$ cat src/rtl/host_bus_master.sv
// Asynchronous host-bus master: one request at a time, run as SETUP/STROBE/HOLD/RESP phases.
// Define HOST_MASTER_WAIT_EN to enable HOST_nWAIT strobe stretching with a stall timeout.
//
// state  | meaning
// IDLE   | ready for a request, bus released
// SETUP  | nCS low, address/data driven, strobes high
// STROBE | nOE (read) or nWE (write) low
// HOLD   | strobes high, nCS/address/data held
// RESP   | nCS high, rsp_valid pulse
module host_bus_master #(
    parameter int SETUP_CYC   = 1,
    parameter int STROBE_CYC  = 3,
    parameter int HOLD_CYC    = 1,
    parameter int TIMEOUT_CYC = 255
) (
    input  logic        clk,
    input  logic        nRESET,
    input  logic        req_valid,
    output logic        req_ready,
    input  logic        req_write,
    input  logic [20:0] req_addr,
    input  logic [15:0] req_wdata,
    output logic        rsp_valid,
    output logic [15:0] rsp_rdata,
    output logic        rsp_err,
    output logic        HOST_nCS,
    output logic        HOST_nOE,
    output logic        HOST_nWE,
    output logic [20:0] HOST_ADD,
    output logic [15:0] HOST_DO,
    input  logic [15:0] HOST_DI,
    input  logic        HOST_nWAIT
);

    typedef enum logic [2:0] {IDLE, SETUP, STROBE, HOLD, RESP} state_t;

    localparam logic [3:0] SETUP_LD  = 4'(SETUP_CYC - 1);
    localparam logic [3:0] STROBE_LD = 4'(STROBE_CYC - 1);
    localparam logic [3:0] HOLD_LD   = 4'(HOLD_CYC - 1);

    state_t      state_q, state_d;
    logic [3:0]  cnt_q, cnt_d;
    logic        wr_q, wr_d;
    logic [20:0] addr_q, addr_d;
    logic [15:0] data_q, data_d;
    logic [15:0] rdata_q, rdata_d;
    logic        ready_q, ready_d;
    logic        valid_q, valid_d;
    logic        ncs_q, ncs_d;
    logic        noe_q, noe_d;
    logic        nwe_q, nwe_d;

`ifdef HOST_MASTER_WAIT_EN
    localparam logic [7:0] TO_LAST = 8'(TIMEOUT_CYC - 1);
    logic [7:0] stall_q, stall_d;
    logic       err_q, err_d;
`else
    logic wait_unused;
    assign wait_unused = HOST_nWAIT ^ (^8'(TIMEOUT_CYC));
`endif

    always_comb begin
        state_d = state_q;
        cnt_d   = cnt_q;
        wr_d    = wr_q;
        addr_d  = addr_q;
        data_d  = data_q;
        rdata_d = rdata_q;
`ifdef HOST_MASTER_WAIT_EN
        stall_d = stall_q;
        err_d   = err_q;
`endif
        case (state_q)
            IDLE: begin
                if (req_valid && ready_q) begin
                    state_d = SETUP;
                    cnt_d   = SETUP_LD;
                    wr_d    = req_write;
                    addr_d  = req_addr;
                    data_d  = req_wdata;
`ifdef HOST_MASTER_WAIT_EN
                    stall_d = 8'd0;
                    err_d   = 1'b0;
`endif
                end
            end
            SETUP: begin
                if (cnt_q == 4'd0) begin
                    state_d = STROBE;
                    cnt_d   = STROBE_LD;
                end else begin
                    cnt_d = cnt_q - 4'd1;
                end
            end
            STROBE: begin
`ifdef HOST_MASTER_WAIT_EN
                // A stalled cycle freezes the strobe counter; too many stalls abort with an error.
                if (!HOST_nWAIT) begin
                    if (stall_q == TO_LAST) begin
                        state_d = HOLD;
                        cnt_d   = HOLD_LD;
                        err_d   = 1'b1;
                        rdata_d = 16'h0000;
                    end else begin
                        stall_d = stall_q + 8'd1;
                    end
                end else
`endif
                if (cnt_q == 4'd0) begin
                    state_d = HOLD;
                    cnt_d   = HOLD_LD;
                    rdata_d = wr_q ? 16'h0000 : HOST_DI;
                end else begin
                    cnt_d = cnt_q - 4'd1;
                end
            end
            HOLD: begin
                if (cnt_q == 4'd0) begin
                    state_d = RESP;
                end else begin
                    cnt_d = cnt_q - 4'd1;
                end
            end
            RESP:    state_d = IDLE;
            default: state_d = IDLE;
        endcase

        // Bus outputs are registered copies of what the next state demands.
        ready_d = (state_d == IDLE);
        valid_d = (state_d == RESP);
        ncs_d   = !((state_d == SETUP) || (state_d == STROBE) || (state_d == HOLD));
        noe_d   = !((state_d == STROBE) && !wr_d);
        nwe_d   = !((state_d == STROBE) && wr_d);
    end

    always_ff @(posedge clk or negedge nRESET) begin
        if (!nRESET) begin
            state_q <= IDLE;
            cnt_q   <= 4'd0;
            wr_q    <= 1'b0;
            addr_q  <= 21'd0;
            data_q  <= 16'h0000;
            rdata_q <= 16'h0000;
            ready_q <= 1'b1;
            valid_q <= 1'b0;
            ncs_q   <= 1'b1;
            noe_q   <= 1'b1;
            nwe_q   <= 1'b1;
`ifdef HOST_MASTER_WAIT_EN
            stall_q <= 8'd0;
            err_q   <= 1'b0;
`endif
        end else begin
            state_q <= state_d;
            cnt_q   <= cnt_d;
            wr_q    <= wr_d;
            addr_q  <= addr_d;
            data_q  <= data_d;
            rdata_q <= rdata_d;
            ready_q <= ready_d;
            valid_q <= valid_d;
            ncs_q   <= ncs_d;
            noe_q   <= noe_d;
            nwe_q   <= nwe_d;
`ifdef HOST_MASTER_WAIT_EN
            stall_q <= stall_d;
            err_q   <= err_d;
`endif
        end
    end

    assign req_ready = ready_q;
    assign rsp_valid = valid_q;
    assign rsp_rdata = rdata_q;
    assign HOST_nCS  = ncs_q;
    assign HOST_nOE  = noe_q;
    assign HOST_nWE  = nwe_q;
    assign HOST_ADD  = addr_q;
    assign HOST_DO   = data_q;
`ifdef HOST_MASTER_WAIT_EN
    assign rsp_err   = err_q;
`else
    assign rsp_err   = 1'b0;
`endif

endmodule

$ cat config.mk
export PLATFORM = sky130hd
export DESIGN_NAME = host_bus_master
export DESIGN_NICKNAME = d
export VERILOG_FILES = /design/src/rtl/host_bus_master.sv
export SDC_FILE = /design/constraint.sdc
export NUM_CORES = 1
export LEC_CHECK = 0
export BUFFER_PORTS_ARGS = -buffer_cell sky130_fd_sc_hd__buf_2
export CORE_UTILIZATION = 51
export CTS_BUF_LIST = sky130_fd_sc_hd__clkbuf_16
export DETAILED_ROUTE_END_ITERATION = 8
export GPL_ROUTABILITY_DRIVEN = 0
export GPL_TIMING_DRIVEN = 0
export PLACE_DENSITY = 0.84
export SLEW_MARGIN = 20
export SYNTH_ARGS = -nofsm -noshare
export SYNTH_HDL_FRONTEND = slang
export SYNTH_SLANG_ARGS = --single-unit
$ cat constraint.sdc
create_clock -name clk -period 3.32 [get_ports clk]
set_input_delay 0.166 -clock clk [delete_from_list [all_inputs] [get_ports clk]]
set_output_delay 0.166 -clock clk [all_outputs]
set_load 0.03 [all_outputs]
==> out/metrics.cfg <==
[yosys]
synth_cells = 211
synth.top_cells.by_count = 62 x dfrtp_1, 38 x mux2_2, 19 x nand2_1
async_flop_share_pct = 100
synth_area_um2 = 2750
synth_nets = 270
synth_cell_types = 33
ys_seq_area_share_pct = 60.3
yosys_warnings = 0
avgSynthCellArea_um2 = 13.0
synth_edf_count = 0
synth.area.top_cells = dfrtp_1 56%, mux2_2 16%, o21ai_2 4.5%
yosys.area.top_type_share_pct = 56.5
ys_ff_latch = 66
synthFlopType = dfrtp_1
synth.largest_area_cell = dfrtp_1
yosys.cell_count.top_type = dfrtp_1

[place]
dp_hpwl_um = 4010
dp.cells = 396
place_area_um2 = 3430
pre_cts_slack_ns = 1.11
buffer_ports.inserted = 114

[clock_network]
cts.sinks = 66
cts_resized = 0
cts_buffer_depth = 2
cts_root_buf = clkbuf_16
cts_tree = built
numCtsBuffers = 9
clkTransAtPathRegs_ns = 0.05
clkLatencyLatePin_ns = 0.32
cts_max_level = 3

[detailed_routing]
drc = 0
viasPerCell = 4.97
ant_nets = 0
drt_iter0_markers = 71
avgRoutedWirePerCell_um = 13.6
first_pass_iters = 4
via_count = 2051
wl_um = 5620

[timing]
rsz0062_at_grt = false
post-route-min-period_ns = 2.21
holdWs_ns = 0.0750
post-route-period-util_pct = 66.7
setup-violations-final = 0
slew_headroom_pct = 58.5
tns_ns = 0
tightest_slew_ns = 0.622
final.setup.worst_slack_ns = 1.11
fin_skew_ns = 0.00717
slew_viol_final = 0
finalHoldViolations = 0
fmax_ghz = 0.451

[critical_path]
cp_max_fo = 10
arrival_ns = 2.42
crit_type = reg2reg
path_cells = inv_1, ha_1, or3b_1, buf_2, or4b_1, buf_2, buf_6, nand2_1, o21ai_2
startpoint_type = flop
crit_family = simple AND/OR/NAND/NOR gates
max_stage_delay_ns = 0.45
crit_top_cell = buf_2
critPathBufInv = 4
cp.required_ns = 3.52
crit_slowest_cell = or4b_1
cp-end-kind = flop

[final_layout]
area_delta_synth_final_pct = 35.0
antenna_cells = 0
design_area_um2 = 3710
n_fill_cell = 398
multiInputGateArea_um2 = 988
layoutNonFillerInstCount = 413
num-nets-final = 397
ff_latch_area_um2 = 1660
drive_gt1_share_pct = 56.9
final_util_pct = 72.1

[power_and_ir_drop]
max-vdd-ir-drop_uv = 669
internal_power_mw = 2.45
power_frac_comb_pct = 47.3
switching_share_pct = 42.3
finalPower_mw = 4.25
switchingPower_mw = 1.80
power.density_nw_per_um2 = 1150
clockPowerShare_pct = 19.1
seq_power_share_pct = 33.6
p_leak_nw = 1.84

[global_route]
grt_use_total_pct = 20.5
grt_start_max_net_pins = 55
grt_pass1_vias = 2003
antenna_found_initial = 0
grt_pass1_wl_um = 8470
grt.overflow.total = 0

[outcome]
status = complete, no violations

[floorplanning]
die_x_um = 75.4
num_rows = 26
core_area_um2 = 5140
initial_core_util_pct = 53.4
die_area_um2 = 5680
die_y_um = 75.4
io_pins = 117

[job]
max_cap_violations = 0

[hold_path]
hold_class = in2reg

-- power groups by stage --
stage | Sequential, mW | Combinational (mW) | Clock (mW)
after floorplan | 2.13 | 0.756 | 0
after global placement | 1.41 | 1.97 | 0
after detailed placement | 1.43 | 2.02 | 0
after CTS | 1.43 | 2.03 | 0.832
after global routing | 1.49 | 2.17 | 0.865
final | 1.43 | 2.01 | 0.813
-- logic make-up (layout without fill, tap and decap cells) --
kind of cell,Yosys count,in the layout,synth area share (%)
DFF,66,66,60.3
and+or+nand+nor,56,56,11.2
muxes,40,40,16.3
AOI/OAI and AO/OA,28,28,7.61
buffers and inverters,18,150,3.69
adders and majority gates,1,1,0.456
other,1,1,0.137
xor gates and xnor gates,1,1,0.319
-- state kept, by name (all words and copies together), names as in the netlist --
register	cells
cnt_q	4
HOST_ADD	21
wr_q	1
rsp_valid	1
HOST_DO	16
HOST_nWE	1
HOST_nOE	1
req_ready	1
rsp_rdata	16
state_q	3
HOST_nCS	1
-- routing by layer --
metal / GRT usage (%) / routed length, um / vias up
met1: 23.0 / 2310 / 973
met4: 8.23 / 56 / 0
met3: 8.33 / 507 / 6
met5: 0 / 0 / -
li1: - / - / 981
met2: 35.0 / 2740 / 91
-- final timing paths --
check	from	to	slack (ns)	cells after the start
worst min register to register	rsp_rdata[11]$_DFFE_PN0P_	rsp_rdata[11]$_DFFE_PN0P_	0.47	2
min in group asynchronous	nRESET	rsp_rdata[10]$_DFFE_PN0P_	0.25	2
worst max-delay path	cnt_q[0]$_DFFE_PN0P_	rsp_rdata[15]$_DFFE_PN0P_	1.11	9
worst max register to register	cnt_q[0]$_DFFE_PN0P_	rsp_rdata[15]$_DFFE_PN0P_	1.11	9
worst min-delay path	req_addr[8]	HOST_ADD[8]$_DFFE_PN0P_	0.07	2
max in group asynchronous	nRESET	HOST_nCS$_DFF_PN1_	2.52	3
-- cell type report --
cell class,instances,share of cell area (%)
well taps,70,2.36
repair buffers,116,16.5
clock inverters,7,1.01
inverters,3,0.304
multi-input cells,127,26.7
clock buffers,9,6.07
plain buffers,15,2.43
flip-flops and latches,66,44.7
-- timing repair --
item	in CTS	in global routing
buffers inserted	0	0
hold buffers	1	0
hold endpoints to repair	63	0
-- worst register-to-register path: cells and delay by family (launching register included) --
kind,cells,cell delay [ns]
DFF,1,0.41
buffers and inverters,4,0.56
adders and majority gates,1,0.19
and+or+nand+nor,3,0.88
AOI/OAI and AO/OA,1,0.06
-- layout by cell type (no fill, tap or decap), types with 2 or more instances in the layout --
cell type	instances
clkinvlp_4	2
buf_6	3
nand2b_1	17
nor2_1	5
nand3b_1	2
clkbuf_16	9
inv_1	4
a21oi_1	5
o21ai_1	2
dfstp_2	4
buf_4	2
nor3_1	2
mux2i_1	2
mux2_2	38
dfrtp_1	62
buf_2	119
nor3b_1	5
o21ai_2	14
nand2_1	19
clkinv_2	3
clkbuf_1	5
o21bai_1	2
No activity file was read; power rests on OpenSTA's default activity.
